<file path="src/rtl/icache_ctrl.sv">
// icache_ctrl -- direct-mapped instruction cache with a refill FSM.
//
// Sits between the PC unit and instruction memory. A hit returns the
// addressed 32-bit word combinationally with BUSYWAIT low. A miss holds
// BUSYWAIT high while a 128-bit block is fetched and written into the line.
//
// Ports
//   CLK           rising-edge clock
//   RESET         asynchronous, active-low reset
//   PC            fetch address; only PC[9:0] addresses the cache
//   INSTRUCTION   instruction word for PC (0 when there is no hit)
//   BUSYWAIT      stall to the PC unit (combinational)
//   MEM_READ      registered block read request
//   MEM_ADDRESS   registered block address {tag, index}
//   MEM_READDATA  returned block, word 0 in [31:0]
//   MEM_BUSYWAIT  memory is still servicing the read
//   MISS_COUNT    saturating count of completed refills

// One cache line: the valid bit is reset; tag and data are plain storage.
module icache_line #(
  parameter int BLOCK_WORDS = 4
) (
  input  logic                         CLK,
  input  logic                         RESET,
  input  logic                         we,
  input  logic [2:0]                   wtag,
  input  logic [BLOCK_WORDS-1:0][31:0] wdata,
  output logic                         valid,
  output logic [2:0]                   tag,
  output logic [BLOCK_WORDS-1:0][31:0] data
);
  always_ff @(posedge CLK or negedge RESET) begin
    if (!RESET)  valid <= 1'b0;
    else if (we) valid <= 1'b1;
  end

  // Tag/data survive reset; a cleared valid bit makes them unreachable.
  always_ff @(posedge CLK) begin
    if (we) begin
      tag  <= wtag;
      data <= wdata;
    end
  end
endmodule

module icache_ctrl #(
  parameter int LINES       = 8,
  parameter int BLOCK_WORDS = 4
) (
  input  logic         CLK,
  input  logic         RESET,
  input  logic [31:0]  PC,
  output logic [31:0]  INSTRUCTION,
  output logic         BUSYWAIT,
  output logic         MEM_READ,
  output logic [5:0]   MEM_ADDRESS,
  input  logic [127:0] MEM_READDATA,
  input  logic         MEM_BUSYWAIT,
  output logic [15:0]  MISS_COUNT
);
  typedef enum logic [1:0] {S_IDLE, S_MEM_READ, S_UPDATE} state_t;

  state_t state;

  logic [1:0] offset;
  logic [2:0] index;
  logic [2:0] tag;
  logic       access;
  logic       hit;
  logic       unused_pc_bits;

  logic [LINES-1:0]                        line_valid;
  logic [LINES-1:0][2:0]                   line_tag;
  logic [LINES-1:0][BLOCK_WORDS-1:0][31:0] line_data;
  logic [BLOCK_WORDS-1:0][31:0]            fill_data;
  logic [BLOCK_WORDS-1:0][31:0]            sel_data;

  assign offset         = PC[3:2];
  assign index          = PC[6:4];
  assign tag            = PC[9:7];
  assign access         = (PC[31:10] == '0);
  assign unused_pc_bits = ^PC[1:0];

  // Refill targets the latched MEM_ADDRESS, never the live PC.
  for (genvar g = 0; g < LINES; g++) begin : g_line
    icache_line #(.BLOCK_WORDS(BLOCK_WORDS)) u_line (
      .CLK   (CLK),
      .RESET (RESET),
      .we    (state == S_UPDATE && MEM_ADDRESS[2:0] == 3'(g)),
      .wtag  (MEM_ADDRESS[5:3]),
      .wdata (fill_data),
      .valid (line_valid[g]),
      .tag   (line_tag[g]),
      .data  (line_data[g])
    );
  end

  assign sel_data    = line_data[index];
  assign hit         = line_valid[index] && (line_tag[index] == tag);
  assign INSTRUCTION = (access && hit) ? sel_data[offset] : 32'h0;
  // A refill in progress always stalls; in IDLE only a valid-access miss does.
  assign BUSYWAIT    = (state != S_IDLE) || (access && !hit);

  always_ff @(posedge CLK or negedge RESET) begin
    if (!RESET) begin
      state       <= S_IDLE;
      MEM_READ    <= 1'b0;
      MEM_ADDRESS <= 6'h0;
      MISS_COUNT  <= 16'h0;
      fill_data   <= '0;
    end else begin
      case (state)
        S_IDLE: begin
          if (access && !hit) begin
            state       <= S_MEM_READ;
            MEM_READ    <= 1'b1;
            MEM_ADDRESS <= {tag, index};
          end
        end
        S_MEM_READ: begin
          if (!MEM_BUSYWAIT) begin
            fill_data <= MEM_READDATA;
            MEM_READ  <= 1'b0;
            state     <= S_UPDATE;
          end
        end
        S_UPDATE: begin
          if (MISS_COUNT != 16'hFFFF) MISS_COUNT <= MISS_COUNT + 16'd1;
          state <= S_IDLE;
        end
        default: state <= S_IDLE;
      endcase
    end
  end
endmodule

</file>
<file path="config.mk">
export PLATFORM = sky130hd
export DESIGN_NAME = icache_ctrl
export DESIGN_NICKNAME = d
export VERILOG_FILES = /design/src/rtl/icache_ctrl.sv
export SDC_FILE = /design/constraint.sdc
export NUM_CORES = 1
export LEC_CHECK = 0
export BUFFER_PORTS_ARGS = -buffer_cell sky130_fd_sc_hd__buf_2
export CAP_MARGIN = 20
export CORE_UTILIZATION = 65
export CTS_CLUSTER_SIZE = 8
export DETAILED_ROUTE_END_ITERATION = 7
export PLACE_DENSITY_LB_ADDON = 0.05
export SLEW_MARGIN = 30
export SYNTH_ARGS = -nofsm -noshare
export SYNTH_HDL_FRONTEND = slang
export SYNTH_HIERARCHICAL = 1
export SYNTH_SLANG_ARGS = --single-unit
</file>
<file path="constraint.sdc">
create_clock -name CLK -period 16.3 [get_ports CLK]
set_input_delay 3.26 -clock CLK [delete_from_list [all_inputs] [get_ports CLK]]
set_output_delay 3.26 -clock CLK [all_outputs]
set_load 0.01 [all_outputs]
</file>
==> results of run 1 <==
==> report_power, final <==
| group | internal [µW] | switching (µW) | leakage (µW) |
|---|---|---|---|
| logic | 51.8 | 79.4 | 0.00448 |
| registers | 3330 | 0.0106 | 0.0143 |
| clock network | 1980 | 1250 | 0.00236 |
==> per-stage QoR <==
step           utilization  instances
6_report             0.762       3437
5_1_grt              0.762       3436
4_1_cts              0.759       3428
3_5_place_dp         0.688       3114
3_3_place_gp         0.687       3113
2_1_floorplan            -       2037
==> logic make-up (layout without fill, tap and decap cells) <==
group           Yosys count  in the layout  synth area share
fa+ha+maj                 1              1          0.000271
xor+xnor                 17             17           0.00323
other cells               0              2                 0
flops                  1209           1209             0.769
mux                     474            474             0.186
simple gates            127            127            0.0145
buf+inv                 111            569            0.0127
compound gates           98             98            0.0141
==> metal layers <==
layer  part of all wire  routed length, µm  global-route usage
met1               0.39              37800               0.368
met2               0.53              51400               0.476
met5            0.00090                 87                   0
met3              0.062               6030              0.0580
met4              0.019               1840              0.0863
==> registers in the layout, indices dropped and copies added, names as in the netlist <==
| name | cells |
|---|---|
| MEM_ADDRESS | 6 |
| MEM_READ | 1 |
| MISS_COUNT | 16 |
| fill_data | 128 |
| g_line.u_line/data | 1024 |
| g_line.u_line/tag | 24 |
| g_line.u_line/valid | 8 |
| state | 2 |
==> cell usage in the layout, fill, tap and decap left out, types with 3 or more instances in the layout <==
| master | count |
|---|---|
| a211oi_1 | 62 |
| a21oi_1 | 33 |
| buf_12 | 5 |
| buf_16 | 8 |
| buf_2 | 211 |
| buf_4 | 22 |
| buf_6 | 3 |
| clkbuf_1 | 129 |
| clkbuf_16 | 172 |
| clkinv_8 | 4 |
| dfrtp_1 | 161 |
| edfxtp_1 | 1048 |
| inv_16 | 3 |
| inv_6 | 4 |
| mux2_1 | 6 |
| mux2_2 | 129 |
| mux2i_1 | 45 |
| mux4_2 | 294 |
| nand2_1 | 11 |
| nand2b_1 | 5 |
| nand3_1 | 5 |
| nand4_1 | 5 |
| nor2_1 | 36 |
| nor2_4 | 6 |
| nor2b_1 | 32 |
| nor4_1 | 7 |
| or2_1 | 8 |
| xnor2_1 | 14 |
| xor2_1 | 3 |
==> worst max-delay path: stages <==
cell and delay [ns]:
buf_8 0.59, buf_12 0.37, mux4_2 0.29, mux2i_1 0.08
nor4_1 0.71, nand2_2 0.74, nor2_1 0.36, buf_2 0.22
==> path summary, 6_finish.rpt <==
kind,from,endpoint
max,PC[4],INSTRUCTION[20]
min,g_line[3].u_line/valid,g_line[3].u_line/valid
max reg2reg,state[1],g_line[3].u_line/data[106]
min reg2reg,g_line[3].u_line/valid,g_line[3].u_line/valid
max in group asynchronous,RESET,fill_data[116]
min in group asynchronous,RESET,fill_data[12]
==> final cells by class <==
type	count	share of cell area
Sequential cell	1209	0.664
Multi-Input combinational cell	717	0.190
Clock buffer	301	0.0896
Timing Repair Buffer	253	0.0306
Tap cell	940	0.0220
Clock inverter	13	0.00372
Inverter	2	0.000140
Antenna cell	2	0.0000936
==> out/results.md, run 1 <==
| Result | Reported | Unit |
| --- | --- | --- |
| Result of the run | finished, final reports clean | - |
| TritonCTS buffer count | 169 | - |
| Clock period minus final worst setup slack | 10.06 | ns |
| Number of max-slew violations in the final report | 0 | - |
| Element type at the critical path start | input port | - |
| Initial antenna violation count | 8 | - |
| Final weighted congestion in routability-driven placement | 0.740 | - |
| Fraction of layout instances using a drive strength above 1 | 0.349 | - |
| Wirelength per Cell | 28.3 | µm |
| Worst vdd ir | 0.120 | mV |
| Final design area excluding fillers | 53400 | µm² |
| Drt initial violations | 1681 | - |
| Count of cell types in the netlist | 35 | - |
| Top-area cell type share of the netlist area | 0.682 | - |
| Total Wirelength | 97200 | µm |
| Post-detailed-placement cell area | 48200 | µm² |
| Gate count of the mapped netlist | 2037 | - |
| Average cell area after synthesis | 22.7 | µm² |
| Leading cell types by count after synthesis | edfxtp_1 (1048), mux4_2 (294), dfrtp_1 (161) | - |
| Maximum number of pins on one net before global-route repair | 130 | - |
| Number of setup buffers added after CTS | 0 | - |
| Final global-route overflow total | 0 | - |
| Max Clock Freq | 0.0994 | GHz |
| Area enclosed by the die boundary | 72100 | µm² |
| Number of placement rows | 97 | - |
| Core Area | 70100 | µm² |
| Cell area after technology mapping | 46200 | µm² |
| GRT Overall Usage | 0.280 | - |
| Hold Worst Slack | 0.470 | ns |
| Most used standard cell by instance count after synthesis | edfxtp_1 | - |
| Maximum buffer depth of the clock tree | 3 | - |
| Crit path capture type | primary output | - |
| Post-route clock period utilization | 0.617 | - |
| Post-layout nets | 2516 | - |
| Top area cells in the synthesized netlist | edfxtp_1 (68%), mux4_2 (14%), dfrtp_1 (8.7%), mux2_2 (3.1%), a211oi_1 (1.0%) | - |
| Worst endpoint required time | 13.04 | ns |
| DP Wirelength | 48000 | µm |
| Number of gates resized after CTS | 0 | - |
| Predominant post-synthesis flop cell | edfxtp_1 | - |
| Initial Util | 0.658 | - |
| Worst slack at placement | 5.79 | ns |
| Tightest Pin Transition | 1.01 | ns |
| Setup total negative slack | 0 | ns |
| Wire length of the first global-routing pass | 144000 | µm |
| Router iterations before antenna repair | 7 | - |
| Area occupied by multi-input gates | 10100 | µm² |
| Clk Latency, worst-skew pair | 0.73 | ns |
| Final Hold Violating Endpoints | 0 | - |
| Yosys warns | 6 | - |
| Net Count, Synth | 2201 | - |
| Number of cells traversed by the worst hold path | 1 | - |
| CTS root buffer | clkbuf_16 | - |
| Die W | 268 | µm |
| Number of clock sinks | 1209 | - |
| Type of the most critical hold path | flop to flop | - |
| Fraction of registers with async set/reset | 0.133 | - |
| TritonCTS clock tree | done | - |
| Max cap viols | 0 | - |
| Footprint of the flip-flops and latches | 35500 | µm² |
| Synth area leader | edfxtp_1 | - |
| Arrival @ worst endpoint | 6.80 | ns |
| Leakage component of the power | 0.0212 | µW |
| Relative slew slack | 0.323 | - |
| Depth of the worst register-to-register path | 5 | - |
| Power, Total | 6690 | µW |
| Htree depth | 4 | - |
| Areal power density over the cells | 125 | nW/µm² |
| CTS hold repair buffers | 0 | - |
| Count of fill cells added during filler insertion | 3848 | - |
| Final Worst Setup Slack | 6.24 | ns |
| I/O pin total | 219 | - |
| Count of nets left with antenna violations after detail routing | 0 | - |
| Via count of the first global-routing pass | 23226 | - |
| Reg-to-reg slack, setup | 12.85 | ns |
| Relative area change from synthesis to final layout | 15.8 | % |
| Post-synthesis register bit count | 1209 | - |
| Port Buffers | 216 | - |
| Number of enable flip-flop cells after synthesis | 1048 | - |
| Post-Route Skew | 0.0158 | ns |
| Sequential element share of the synthesized area | 0.769 | - |
| Number of vias in the routed layout | 21767 | - |
| Clk slew on worst S/H paths | 0.05 | ns |
| Die Y-Extent | 268 | µm |
| Largest fanout of any net on the critical path | 70 | - |
| Final routed DRC violation total | 0 | - |
| Vias per std cell | 6.33 | - |
| Endpoints failing setup | 0 | - |
| Critical path start-end classification | input port to primary output | - |
| RSZ-0062 raised after global routing | no | - |
No activity file was read; power rests on OpenSTA's default activity.
==> run 2: changes to the inputs <==
- CORE_UTILIZATION: 65 -> 55
- clock period: 16.3 -> 8.75 ns (I/O delays scaled with it)
==> out/results.md, run 2 (synthesized netlist as in run 1, its figures left out) <==
| Result | Reported | Unit | vs previous |
| --- | --- | --- | --- |
| Max cap viols | 0 | - | unchanged |
| Endpoints failing setup | 0 | - | unchanged |
| Element type at the critical path start | input port | - |  |
| Wire length of the first global-routing pass | 148000 | µm | +2.9% |
| Type of the most critical hold path | flop to flop | - |  |
| Via count of the first global-routing pass | 23470 | - | +1.1% |
| Core Area | 82500 | µm² | +18% |
| Initial Util | 0.559 | - | -0.0985 |
| Clock period minus final worst setup slack | 6.46 | ns |  |
| Area enclosed by the die boundary | 85100 | µm² | +18% |
| Die Y-Extent | 292 | µm | +8.6% |
| RSZ-0062 raised after global routing | no | - |  |
| Worst slack at placement | 2.18 | ns | -3.61 ns |
| Relative area change from synthesis to final layout | 16.2 | % |  |
| Critical Path Most Common Cell | mux4_2 | - |  |
| Largest fanout of any net on the critical path | 70 | - | unchanged |
| Number of gates resized after CTS | 0 | - | unchanged |
| Largest reg by FF count | g_line.u_line/data | - |  |
| Final global-route overflow total | 0 | - | unchanged |
| Relative slew slack | 0.329 | - | +0.00588 |
| Router iterations before antenna repair | 4 | - | -3 |
| TritonCTS buffer count | 169 | - | unchanged |
| Leading cell types in the layout, fill and taps excluded | edfxtp_1 (1048), mux4_2 (294), buf_2 (211) | - |  |
| Number of clock sinks | 1209 | - | unchanged |
| Number of setup buffers added after CTS | 0 | - | unchanged |
| Crit path capture type | primary output | - |  |
| Power, Total | 12400 | µW | +86% |
| Leading cell type in the layout, fill and taps excluded | edfxtp_1 | - |  |
| Setup total negative slack | 0 | ns | unchanged |
| GRT Overall Usage | 0.238 | - | -0.0413 |
| Worst vdd ir | 0.184 | mV | +53% |
| Clk Latency, worst-skew pair | 0.73 | ns | about the same |
| Number of vias in the routed layout | 21527 | - | -1.1% |
| I/O pin total | 219 | - | unchanged |
| Final Hold Violating Endpoints | 0 | - | unchanged |
| Initial antenna violation count | 6 | - | -2 |
| Max Clock Freq | 0.155 | GHz |  |
| Result of the run | finished, final reports clean | - |  |
| Number of max-slew violations in the final report | 0 | - | unchanged |
| Wirelength per Cell | 27.4 | µm | -3.0% |
| Delay of the slowest cell on the worst path | 0.59 | ns | -0.15 ns |
| Cell-by-cell trace of the critical path | buf_8 > buf_16 > buf_12 > mux4_2 > mux4_2 > a21oi_1 > nor2_1 > buf_2 | - |  |
| Worst endpoint required time | 7.00 | ns | -6.04 ns |
| Final Worst Setup Slack | 2.29 | ns | -3.95 ns |
| Total Wirelength | 97700 | µm | +0.58% |
| Critical path start-end classification | input port to primary output | - |  |
| Post-route clock period utilization | 0.738 | - |  |
| Areal power density over the cells | 232 | nW/µm² | +85% |
| Vias per std cell | 6.04 | - | -4.6% |
| Clk slew on worst S/H paths | 0.05 | ns | about the same |
| Htree depth | 4 | - | unchanged |
| Number of placement rows | 105 | - | +8.2% |
| Slowest stage cell on the critical path | mux4_2 | - |  |
| Maximum buffer depth of the clock tree | 3 | - | unchanged |
| Final weighted congestion in routability-driven placement | 0.725 | - | -2.0% |
| Drt initial violations | 1543 | - | -8.2% |
| Port Buffers | 216 | - | unchanged |
| CTS root buffer | clkbuf_16 | - |  |
| DP Wirelength | 50300 | µm | +4.8% |
| Count of nets left with antenna violations after detail routing | 0 | - | unchanged |
| Post-layout nets | 2520 | - | +0.16% |
| Leading registers by flop count | g_line.u_line/data x1024, fill_data x128, g_line.u_line/tag x24 | - |  |
| Post-Route Skew | 0.0271 | ns | +0.0113 ns |
| CTS hold repair buffers | 0 | - | unchanged |
| Final routed DRC violation total | 0 | - | unchanged |
| Die W | 292 | µm | +8.6% |
| Leakage component of the power | 0.0212 | µW | about the same |
| Max reg flops | 1024 | - | unchanged |
| TritonCTS clock tree | done | - |  |
| Fraction of layout instances using a drive strength above 1 | 0.351 | - | +0.00177 |
| Tightest Pin Transition | 1.01 | ns | -0.00883 ns |
| Arrival @ worst endpoint | 4.71 | ns | -2.09 ns |
| Maximum number of pins on one net before global-route repair | 114 | - | -12% |
==> run 2: cell types whose count changed in the layout (fill, tap and decap cells not counted), sizes merged <==
cell / previous run / this run
diode: 2 / 3
buf: 251 / 256
clkinv: 6 / 10
inv: 9 / 8
clkbuf: 303 / 291
==> run 2: cell type report <==
| class | instances | area (µm²) |
|---|---|---|
| timing repair buffer | 257 | 1660 |
| clock inverter | 16 | 310 |
| tap | 1070 | 1340 |
| sequential | 1209 | 35500 |
| clock buffer | 290 | 4680 |
| fill | 5557 | 28800 |
| multi-input combinational | 717 | 10100 |
| antenna | 3 | 7.51 |
| inverter | 2 | 7.51 |
==> run 2: power breakdown <==
part,switching (µW),leakage (µW),internal (µW)
Clock,2350,0.00236,3630
Sequential,0.0193,0.0143,6190
Combinational,150,0.00448,96.2
Total,2500,0.0212,9930
==> run 2: worst paths after layout <==
check	start	endpoint	slack (ns)	cells after the start
max in group asynchronous	RESET	fill_data[4]	6.57	2
hold / removal	g_line[1].u_line/valid	g_line[1].u_line/valid	0.46	1
hold reg to reg	g_line[1].u_line/valid	g_line[1].u_line/valid	0.46	1
min in group asynchronous	RESET	fill_data[122]	1.04	1
setup reg to reg	state[1]	g_line[6].u_line/data[77]	5.62	5
setup / recovery	PC[4]	INSTRUCTION[13]	2.29	8
==> run 2: routing by layer <==
layer  wire [µm]  vias up  track usage
met3        4960      129       0.0413
met1       39900    11623        0.316
met4        1940        8       0.0715
met5          54        -            0
li1            -     9199            -
met2       50800      568        0.407
==> run 2: worst max-delay path, delay by kind of cell <==
family	cells	cell delay, ns
AO/OA/AOI/OAI	1	0.19
AND/OR/NAND/NOR	1	0.10
buffers and inverters	4	1.38
multiplexers	2	1.16
==> run 2: per-stage QoR <==
stage	cells	hold slack (ns)	area, µm²	util
after global routing	3562	0.480	53700	0.650
after floorplan	2037	0.428	46200	-
final	3564	0.456	53700	0.650
after detailed placement	3252	0.446	48600	0.589
after CTS	3558	0.459	53600	0.649
after global placement	3248	0.441	48500	0.588
